## config.mk

```make
export PLATFORM = sky130hd
export DESIGN_NAME = stream_demux_1to2
export DESIGN_NICKNAME = d
export VERILOG_FILES = /design/src/rtl/stream_demux_1to2.sv
export SDC_FILE = /design/constraint.sdc
export NUM_CORES = 1
export LEC_CHECK = 0
export BUFFER_PORTS_ARGS = -buffer_cell sky130_fd_sc_hd__buf_2
export CAP_MARGIN = 5
export CORE_MARGIN = 5
export CORE_UTILIZATION = 48
export DETAILED_ROUTE_END_ITERATION = 6
export GPL_TIMING_DRIVEN = 0
export PLACE_DENSITY_LB_ADDON = 0.25
export REMOVE_ABC_BUFFERS = 1
export SETUP_SLACK_MARGIN = 0.1
export SYNTH_ARGS = -nofsm -noshare
export SYNTH_HDL_FRONTEND = slang
export SYNTH_SLANG_ARGS = --single-unit
```

## constraint.sdc

```tcl
create_clock -name clk -period 3 [get_ports clk]
set_input_delay 0.6 -clock clk [delete_from_list [all_inputs] [get_ports clk]]
set_output_delay 0.6 -clock clk [all_outputs]
set_load 0.005 [all_outputs]
```

## src/rtl/stream_demux_1to2.sv

```systemverilog
// 1:2 valid/ready stream demultiplexer with per-packet route lock.
// Each output has a one-entry registered buffer and a debug beat counter.
module stream_demux_1to2 #(
  parameter int DATA_W = 8,
  parameter int CNT_W  = 16
) (
  input  logic              clk,
  input  logic              rst_n,
  input  logic [DATA_W-1:0] in_data,
  input  logic              in_sel,
  input  logic              in_last,
  input  logic              in_valid,
  output logic              in_ready,
  output logic [DATA_W-1:0] a_data,
  output logic              a_last,
  output logic              a_valid,
  input  logic              a_ready,
  output logic [DATA_W-1:0] b_data,
  output logic              b_last,
  output logic              b_valid,
  input  logic              b_ready,
  output logic [CNT_W-1:0]  a_count,
  output logic [CNT_W-1:0]  b_count,
  output logic              busy
);

  typedef enum logic [1:0] {IDLE, LOCK_A, LOCK_B} state_t;

  state_t              state_q, state_d;
  logic [DATA_W-1:0]   a_data_q, b_data_q;
  logic                a_last_q, b_last_q;
  logic                a_valid_q, b_valid_q;
  logic [CNT_W-1:0]    a_count_q, b_count_q;

  logic                route_b;
  logic                in_hs;
  logic                a_load, b_load;

  // Select only matters between packets; once locked, the state decides.
  assign route_b  = (state_q == LOCK_B) || ((state_q == IDLE) && in_sel);
  assign in_ready = route_b ? (!b_valid_q || b_ready) : (!a_valid_q || a_ready);
  assign in_hs    = in_valid && in_ready;
  assign a_load   = in_hs && !route_b;
  assign b_load   = in_hs && route_b;

  always_comb begin
    state_d = state_q;
    if (in_hs) begin
      if (in_last) begin
        state_d = IDLE;
      end else if (state_q == IDLE) begin
        state_d = in_sel ? LOCK_B : LOCK_A;
      end
    end
  end

  always_ff @(posedge clk or negedge rst_n) begin
    if (!rst_n) begin
      state_q <= IDLE;
    end else begin
      state_q <= state_d;
    end
  end

  // A full buffer being drained can be refilled on the same edge.
  always_ff @(posedge clk or negedge rst_n) begin
    if (!rst_n) begin
      a_data_q  <= '0;
      a_last_q  <= 1'b0;
      a_valid_q <= 1'b0;
      a_count_q <= '0;
    end else begin
      if (a_load) begin
        a_data_q  <= in_data;
        a_last_q  <= in_last;
        a_valid_q <= 1'b1;
        a_count_q <= a_count_q + 1'b1;
      end else if (a_ready) begin
        a_valid_q <= 1'b0;
      end
    end
  end

  always_ff @(posedge clk or negedge rst_n) begin
    if (!rst_n) begin
      b_data_q  <= '0;
      b_last_q  <= 1'b0;
      b_valid_q <= 1'b0;
      b_count_q <= '0;
    end else begin
      if (b_load) begin
        b_data_q  <= in_data;
        b_last_q  <= in_last;
        b_valid_q <= 1'b1;
        b_count_q <= b_count_q + 1'b1;
      end else if (b_ready) begin
        b_valid_q <= 1'b0;
      end
    end
  end

  assign a_data  = a_data_q;
  assign a_last  = a_last_q;
  assign a_valid = a_valid_q;
  assign b_data  = b_data_q;
  assign b_last  = b_last_q;
  assign b_valid = b_valid_q;
  assign a_count = a_count_q;
  assign b_count = b_count_q;
  assign busy    = (state_q != IDLE) || a_valid_q || b_valid_q;

endmodule

```

==> impl_metrics.csv, run 1 <==
group,metric,value,unit
detailed_routing,ant_nets,0,
timing,maxSlewViolCount,0,
floorplan,start_util,49.30,%
detailed_routing,drt_iter0_markers,58,
synth,synth_ff_type,"dfrtp_1",
pwr,seqPwrFrac,49.3,%
floorplan,fp.dieW,79.65,um
clock_tree,cts_buffer_depth,2,
floorplan,rows,25,
timing,setup_viol,0,
synth,syn_inst,231,
setup_path,end_kind,"output port",
synth,synth_edf_count,0,
timing,period_share,71.84,%
floorplan,ios,69,
synth,synth.area.top_cells,"dfrtp_1 58%, nand2_1 11%, xnor2_1 5.6%",
pwr,irDropWorstVdd,370.1,uV
clock_tree,postCtsSetupRepairBufs,0,
synth,yosys_warnings,0,
clock_tree,postCtsHoldBufs,0,
pwr,p_int,1.512,mW
detailed_routing,viasPerCell,4.948,
timing,tightestPinTransition,0.8734,ns
setup_path,critPathArrivalTime,1.56,ns
timing,finalHoldViolations,0,
cells_and_area,n_antenna_cell,0,
placed_design,place.port_buffers,68,
timing,max_freq,0.4640,GHz
pwr,combPwrFrac,29.7,%
pwr,total_power,2.296,mW
global_routing,grt.overflow.total,0,
synth,synth-seq-cells,54,
timing,fin_skew,0.009293,ns
pwr,switchingPower,0.7844,mW
setup_path,cp_data_required_time,2.40,ns
clock_tree,cts_resized,0,
detailed_routing,drc_errors,0,
pwr,power_density,806.0,nW/um^2
placed_design,routabilityCongestion,0.7531,
cells_and_area,fin_nets,316,
status,status,"complete, no violations",
placed_design,post-dp-hpwl,3533,um
floorplan,core_area,4723,um^2
timing,fin_tns_setup,0,ns
global_routing,antenna_found_initial,0,
synth,ys_types,30,
hold_path,min_path_type,"in -> async",
setup_path,cp_top_family,"flip-flops",
synth,async_reset_ff_share,100.0,%
clock_tree,cts_tree,"yes",
job,max_cap_violations,0,
setup_path,path_cells,"o21bai_1 > mux2_2 > buf_2",
clock_tree,cts.sinks,54,
global_routing,grtUsageTotal,17.34,%
setup_path,cp_slowest_cell,"dfrtp_1",
timing,grt_setup_unrepaired,"no",
global_routing,grt_pass1_vias,1798,
synth,syn_avg_cell_area,10.08,um^2
detailed_routing,routed-via-count,1816,
floorplan,dieArea,6344,um^2
cells_and_area,area_delta_synth_final,22.35,%
clock_tree,cts_buffers,5,
detailed_routing,dr.pass1.iters,4,
clock_tree,clk_pin_slew,0.10,ns
pwr,clkPwrFrac,21.0,%
clock_tree,worstSkewPairLatency,0.31,ns
synth,syn_area,2328,um^2
detailed_routing,drt-total-wl,5070,um
global_routing,grt_pass1_wl,8466,um
cells_and_area,drive_above_1_share,28.00,%
clock_tree,cts_htree_levels,2,
cells_and_area,fillers,434,
timing,max_slew_margin,41.46,%
pwr,swShare,34.16,%
setup_path,slowest_delay,0.43,ns
setup_path,cp-start-kind,"flip-flop",
setup_path,path_buf_inv,1,
pwr,leakagePower,1.512,nW
detailed_routing,wire_per_inst,13.81,um
synth,synth_top_area_share,58.03,%
clock_tree,cts-root-buf,"clkbuf_8",
floorplan,die_y,79.65,um
setup_path,worstSetupPathType,"reg -> out",
timing,fin_crit,2.155,ns
synth,ys_seq_area_share,58.03,%
setup_path,cp_max_fo,5,
synth,yosysTopAreaCell,"dfrtp_1",
cells_and_area,final_util,60.32,%
global_routing,grt_max_degree,55,
-- cells by family (layout without fill, tap and decap cells) --
logic type / Yosys count / after routing / synth area share, %
xor+xnor: 30 / 30 / 11.28
flops: 54 / 54 / 58.03
compound gates: 6 / 6 / 1.612
simple gates: 125 / 125 / 25.09
fa+ha+maj: 2 / 2 / 1.075
buf+inv: 13 / 82 / 2.418
mux: 1 / 1 / 0.4836
-- metrics by stage --
stage / hold slack (ns) / cells / instance area (um^2) / setup WS [ns]
floorplan: 0.3044 / 223 / 2291 / 1.106
global placement: 0.4512 / 358 / 2715 / 0.4201
detailed placement: 0.4565 / 358 / 2720 / 0.8630
CTS: 0.4716 / 366 / 2829 / 0.8291
global route: 0.2784 / 367 / 2849 / 0.7595
finish: 0.2522 / 367 / 2849 / 0.8448
-- synth_stat cells (2+ instances only) --
| master | instances |
|---|---|
| nor3_1 | 9 |
| xor2_1 | 15 |
| and3_1 | 2 |
| nand4_1 | 9 |
| nand2_1 | 71 |
| ha_1 | 2 |
| dfrtp_1 | 54 |
| xnor2_1 | 15 |
| a21oi_1 | 2 |
| nand2b_1 | 2 |
| nand3_1 | 9 |
| nor2_1 | 7 |
| clkbuf_1 | 7 |
| inv_1 | 5 |
| nor4_1 | 7 |
-- flip-flops by register name (all words and copies together), names as in the netlist --
signal   count
b_valid      1
b_data       8
state_q      2
b_count     16
b_last       1
a_data       8
a_last       1
a_valid      1
a_count     16
-- path summary, 6_finish.rpt --
kind	start	endpoint	slack (ns)	depth (start not counted)
setup / recovery	state_q[1]$_DFFE_PN0P_	in_ready	0.84	3
hold / removal	rst_n	a_data[2]$_DFFE_PN0P_	0.25	1
setup reg to reg	b_valid$_DFFE_PN0P_	b_count[12]$_DFFE_PN0P_	1.10	4
hold reg to reg	a_count[15]$_DFFE_PN0P_	a_count[15]$_DFFE_PN0P_	0.47	1
max in group asynchronous	rst_n	a_count[14]$_DFFE_PN0P_	2.18	2
min in group clk	a_count[15]$_DFFE_PN0P_	a_count[15]$_DFFE_PN0P_	0.47	1
-- routing by layer --
metal	global-route usage, %	up-vias	part of all wire, %
met3	4.402	7	5.3
met1	22.45	868	46
met2	28.13	47	48
li1	-	894	-
met4	6.186	0	1.3
met5	0	-	0
-- power groups by stage --
stage                     sequential [mW]  clock (mW)  combinational (mW)
after floorplan                      1.14           0               0.343
after global routing                 1.17       0.520               0.776
after CTS                            1.13       0.491               0.699
final                                1.13       0.481               0.683
after detailed placement             1.14           0               0.702
after global placement               1.14           0               0.674
-- layout by cell type (no fill, tap or decap), drive strengths merged --
master / synthesis / layout
nand2: 71 / 71
buf: 1 / 69
dfrtp: 54 / 54
xnor2: 15 / 15
xor2: 15 / 15
nand4: 9 / 9
nand3: 9 / 9
nor3: 9 / 9
nor2: 7 / 7
nor4: 7 / 7
inv: 5 / 5
clkbuf: 7 / 5
nand2b: 3 / 3
and3: 3 / 3
a21oi: 2 / 2
ha: 2 / 2
clkinv: 0 / 2
or4: 2 / 2
or3: 2 / 2
o21bai: 1 / 1
mux2: 1 / 1
nor2b: 1 / 1
and2: 1 / 1
a41oi: 1 / 1
o21ai: 1 / 1
o22ai: 1 / 1
and4: 1 / 1
bufinv: 0 / 1
-- cell type report --
cell class              count  area, um^2  share of cell area, %
flip-flops and latches     54        1351                  47.43
multi-input cells         164       925.9                  32.50
repair buffers             69       360.3                  12.65
well taps                  67       83.83                  2.942
clock buffers               5       68.82                  2.415
clock inverters             3       40.04                  1.405
inverters                   5       18.77                 0.6588
No activity file was read; power rests on OpenSTA's default activity.
==> run 2: changes to the inputs <==
- CORE_UTILIZATION: 48 -> 46
- clock period: 3 -> 1.8 ns (I/O delays scaled with it)
==> run 2 against run 1 <==
- core utilization increased by 3.2 points
- global-route usage down 0.39 points
- die area rose by 3.8%
- clock-buffer cell count did not move
- non-clock buffer count grew 9
- final area increased by 7.4%
==> impl_metrics.csv, run 2 (synthesized netlist as in run 1, its figures left out) <==
group,metric,value,unit
global_routing,grt_max_degree,55,
floorplan,dieArea,6585,um^2
timing,setup_viol,0,
cells_and_area,final_common_cell,"nand2_1",
clock_tree,cts_buffer_depth,2,
placed_design,dpl.cell_count,358,
clock_tree,cts-root-buf,"clkbuf_8",
setup_path,worstRegToRegCells,4,
placed_design,routabilityCongestion,0.7502,
placed_design,place.port_buffers,68,
cells_and_area,fin_nets,325,
timing,grt_setup_unrepaired,"yes",
pwr,total_power,4.034,mW
cells_and_area,drive_above_1_share,34.63,%
floorplan,die_y,81.15,um
setup_path,cp_slowest_cell,"or4_4",
clock_tree,postCtsHoldBufs,0,
detailed_routing,routed-via-count,1884,
status,status,"complete, no violations",
global_routing,grt_pass1_vias,1815,
pwr,irDropWorstVdd,740.9,uV
cells_and_area,n_antenna_cell,0,
cells_and_area,fillers,412,
cells_and_area,final_util,63.53,%
setup_path,r2r_start,"state_q[0]$_DFFE_PN0P_",
floorplan,fp.dieW,81.15,um
placed_design,post-dp-hpwl,3526,um
setup_path,cp-start-kind,"flip-flop",
floorplan,rows,25,
timing,period_share,98.10,%
setup_path,critPathArrivalTime,1.41,ns
global_routing,grt.overflow.total,0,
setup_path,cp_max_fo,5,
global_routing,grt_pass1_wl,8583,um
global_routing,antenna_found_initial,0,
detailed_routing,dr.pass1.iters,5,
timing,fin_skew,0.007506,ns
global_routing,grtUsageTotal,16.95,%
clock_tree,cts_buffers,5,
placed_design,post-place-ws,-0.1005,ns
setup_path,path_cells,"or4_4 > buf_6",
detailed_routing,ant_nets,0,
cells_and_area,layout_common_cells,"71 x nand2_1, 66 x buf_2, 53 x dfrtp_1",
floorplan,core_area,4817,um^2
pwr,power_density,1318,nW/um^2
timing,max_freq,0.5663,GHz
setup_path,slowest_delay,0.50,ns
timing,setup_ws,0.03414,ns
clock_tree,worstSkewPairLatency,0.31,ns
setup_path,end_kind,"output port",
clock_tree,cts_htree_levels,2,
timing,tightestPinTransition,0.5350,ns
detailed_routing,drc_errors,0,
timing,finalHoldViolations,0,
pwr,leakagePower,1.620,nW
timing,fin_crit,1.766,ns
cells_and_area,area_delta_synth_final,31.43,%
setup_path,path_buf_inv,1,
clock_tree,cts_tree,"yes",
timing,maxSlewViolCount,0,
job,max_cap_violations,0,
cells_and_area,instances_no_fill,376,
hold_path,min_path_type,"in -> async",
timing,max_slew_margin,64.34,%
floorplan,start_util,48.34,%
floorplan,ios,69,
setup_path,r2r_setup_slack,0.05,ns
timing,fin_tns_setup,0,ns
clock_tree,clk_pin_slew,0.10,ns
detailed_routing,viasPerCell,5.011,
setup_path,cp_data_required_time,1.44,ns
setup_path,cp_top_family,"simple AND/OR/NAND/NOR gates",
setup_path,worstSetupPathType,"reg -> out",
detailed_routing,drt_iter0_markers,72,
detailed_routing,wire_per_inst,13.95,um
setup_path,r2r_end,"b_count[11]$_DFFE_PN0P_",
detailed_routing,drt-total-wl,5247,um
clock_tree,cts.sinks,54,
[run 2: changes by cell type in the layout (fill, tap and decap cells not counted), sizes merged]
cell	previous run	this run
buf	69	78
clkinvlp	0	2
clkinv	2	0
[run 2: what timing repair did]
item / in CTS / in global routing
setup endpoints to repair: 13 / 20
resized for setup: 11 / 13
gates cloned: 0 / 0
buffers inserted: 2 / 7
endpoints found under the hold margin: 0 / 0
pin swaps: 3 / 9
[run 2: where the power goes]
part	switching [mW]	internal (mW)	total, mW
logic	0.663	0.647	1.31
registers	0.324	1.58	1.90
clock network	0.408	0.414	0.822
total	1.40	2.64	4.03
[run 2: layout make-up]
type / count / area (um^2) / area share [%]
clock buffers: 5 / 68.82 / 2.249
clock inverters: 3 / 45.04 / 1.472
inverters: 5 / 18.77 / 0.6132
multi-input cells: 164 / 1051 / 34.34
flip-flops and latches: 54 / 1353 / 44.19
well taps: 67 / 83.83 / 2.739
repair buffers: 78 / 440.4 / 14.39
[run 2: per-stage QoR]
step	hold slack, ns	area, um^2
after CTS	0.2377	2912
after floorplan	0.06441	2291
after detailed placement	0.4586	2720
final	0.01093	3060
after global routing	0.02635	3060
after global placement	0.4513	2715
[run 2: worst max path at each step]
stage | cells after the start | startpoint | to | slack, ns
3_5_place_dp | 4 | b_valid$_DFFE_PN0P_ | b_count[12]$_DFFE_PN0P_ | -0.10
4_1_cts | 2 | state_q[0]$_DFFE_PN0P_ | busy | 0.03
5_1_grt | 4 | state_q[0]$_DFFE_PN0P_ | b_count[11]$_DFFE_PN0P_ | -0.02
3_3_place_gp | 4 | b_valid$_DFFE_PN0P_ | b_count[14]$_DFFE_PN0P_ | -0.62
6_report | 2 | state_q[1]$_DFFE_PN0P_ | busy | 0.03
2_1_floorplan | 4 | b_valid$_DFFE_PN0P_ | b_count[14]$_DFFE_PN0P_ | 0.009
[run 2: worst register-to-register path: stages, from the launching register on]
cell      delay, ns
dfrtp_1        0.43
nand2b_4       0.17
or4_4          0.64
nor4_4         0.27
xor2_1         0.17
[run 2: layer usage]
layer  vias to the layer above  part of all wire [%]  global-route usage [%]
met5                         -                     0                       0
met4                         0                   1.6                   6.250
li1                        916                     -                       -
met3                         7                   6.6                   5.211
met1                       906                    43                   22.06
met2                        55                    49                   26.60
==> run 3: changes to the inputs <==
- PLACE_DENSITY: not set -> 0.77
- PLACE_DENSITY_LB_ADDON: 0.25 -> not set
- SETUP_SLACK_MARGIN: 0.1 -> 0.4
==> run 3 against run 2 <==
- routed wire length up 18%
- non-clock buffer count up 19
- worst hold slack better by 0.24 ns
- sequential share of layout area down 6.1 points
- final area up 16%
==> impl_metrics.csv, run 3 (synthesized netlist as in run 1, its figures left out) <==
group,metric,value,unit
setup_path,slowest_delay,0.55,ns
setup_path,cp_data_required_time,1.44,ns
cells_and_area,layout_common_cells,"63 x buf_2, 62 x nand2_1, 52 x dfrtp_1",
setup_path,worstSetupPathType,"reg -> out",
detailed_routing,drc_errors,0,
detailed_routing,met1_length,2639,um
floorplan,ios,69,
detailed_routing,highest_layer,"met4",
floorplan,rows,25,
cells_and_area,final_common_cell,"buf_2",
cells_and_area,drive_above_1_share,48.33,%
setup_path,cp_slowest_cell,"or4_4",
global_routing,grt_pass1_wl,9335,um
pwr,leakagePower,1.893,nW
timing,whs,0.2474,ns
timing,max_freq,0.5558,GHz
job,max_cap_violations,0,
setup_path,path_cells,"or4_4 > buf_6",
timing,max_slew_margin,62.85,%
pwr,power_density,1308,nW/um^2
timing,fin_crit,1.799,ns
clock_tree,cts-root-buf,"clkbuf_8",
clock_tree,cts_tree,"yes",
setup_path,cp_max_fo,5,
global_routing,grt.overflow.total,0,
global_routing,grtUsageTotal,18.47,%
clock_tree,cts_buffer_depth,2,
cells_and_area,area_delta_synth_final,52.71,%
detailed_routing,routed-via-count,2011,
detailed_routing,route.met2.wl,3162,um
floorplan,dieArea,6585,um^2
pwr,switchingPower,1.648,mW
timing,fin_tns_setup,0,ns
floorplan,fp.dieW,81.15,um
placed_design,routabilityCongestion,0.7654,
timing,setup_viol,0,
detailed_routing,viasPerCell,5.078,
floorplan,die_y,81.15,um
pwr,combPwrFrac,41.0,%
clock_tree,cts.sinks,54,
pwr,clkPwrFrac,17.7,%
floorplan,start_util,48.34,%
setup_path,critPathArrivalTime,1.44,ns
detailed_routing,met3_length,340,um
status,status,"complete, no violations",
floorplan,core_area,4817,um^2
setup_path,end_kind,"output port",
pwr,p_int,3.004,mW
placed_design,dpl.cell_count,358,
pwr,seqPwrFrac,41.4,%
global_routing,grt_pass1_vias,2030,
clock_tree,cts_htree_levels,2,
timing,fin_skew,0.003938,ns
setup_path,cp_top_family,"simple AND/OR/NAND/NOR gates",
timing,finalHoldViolations,0,
pwr,swShare,35.42,%
hold_path,min_path_type,"in -> reg",
setup_path,path_buf_inv,1,
detailed_routing,drt-total-wl,6212,um
placed_design,post-dp-hpwl,3501,um
detailed_routing,drt_iter0_markers,76,
pwr,total_power,4.651,mW
timing,grt_setup_unrepaired,"yes",
setup_path,cp-start-kind,"flip-flop",
timing,period_share,99.95,%
global_routing,antenna_found_initial,0,
pwr,irDropWorstVdd,977.5,uV
detailed_routing,dr.pass1.iters,4,
cells_and_area,fin_nets,345,
cells_and_area,instances_no_fill,396,
timing,maxSlewViolCount,0,
clock_tree,worstSkewPairLatency,0.31,ns
global_routing,grt_max_degree,55,
clock_tree,clk_pin_slew,0.10,ns
placed_design,place.port_buffers,68,
detailed_routing,ant_nets,0,
detailed_routing,wire_per_inst,15.69,um
cells_and_area,n_antenna_cell,0,
timing,tightestPinTransition,0.5558,ns
clock_tree,cts_buffers,5,
run 3: cell count changes in the layout (fill, tap and decap cells not counted), sizes merged:
cell	delta
dlygate4sd3	+1
buf	+18
nand3	+1
run 3: layout make-up:
type | count | area [um^2]
clock inverters | 3 | 45.04
fillers | 338 | 1261
inverters | 5 | 18.77
multi-input cells | 165 | 1318
well taps | 67 | 83.83
repair buffers | 97 | 668.1
flip-flops and latches | 54 | 1354
clock buffers | 5 | 68.82
run 3: timing repair:
action | 4_1_cts | 5_1_grt
hold buffers | 0 | 1
pin swaps | 13 | 29
endpoints found under the setup margin | 56 | 53
setup buffers | 19 | 8
resized for setup | 34 | 64
gates cloned | 0 | 1
endpoints found under the hold margin | 0 | 12
run 3: stage by stage:
step	util, %	setup WS, ns	cell area [um^2]
after global placement	56.36	-0.5725	2715
final	73.82	0.0008822	3556
after floorplan	-	0.009191	2291
after global routing	73.82	-0.04667	3556
after detailed placement	56.47	-0.09100	2720
after CTS	65.58	0.03445	3159
run 3: tightest hold or removal path, cell delays in order:
cell     delay, ns
buf_2         0.09
nand2_1       0.04
nand2_1       0.04
run 3: path summary, 6_finish.rpt:
check / endpoint / from / slack (ns) / cells after the start
hold / removal: b_data[3]$_DFFE_PN0P_ / in_data[3] / 0.25 / 3
min in group asynchronous: a_count[0]$_DFFE_PN0P_ / rst_n / 0.46 / 2
setup reg to reg: b_count[5]$_DFFE_PN0P_ / state_q[0]$_DFFE_PN0P_ / 0.06 / 5
setup / recovery: busy / state_q[0]$_DFFE_PN0P_ / 0.0009 / 2
max in group asynchronous: b_count[2]$_DFFE_PN0P_ / rst_n / 0.80 / 3
hold reg to reg: b_count[15]$_DFFE_PN0P_ / b_count[15]$_DFFE_PN0P_ / 0.46 / 1
run 3: power by group through the flow:
| stage | clock network [mW] | registers (mW) | logic (mW) |
|---|---|---|---|
| 3_3_place_gp | 0 | 1.89 | 1.13 |
| 4_1_cts | 0.833 | 1.88 | 1.47 |
| 3_5_place_dp | 0 | 1.89 | 1.17 |
| 6_report | 0.822 | 1.92 | 1.91 |
| 5_1_grt | 0.897 | 1.98 | 2.09 |
| 2_1_floorplan | 0 | 1.90 | 0.572 |
run 3: layer usage:
metal / track usage (%) / vias up
met2: 31.12 / 55
met1: 22.56 / 988
li1: - / 961
met4: 8.277 / 0
met3: 4.213 / 7
met5: 0 / -
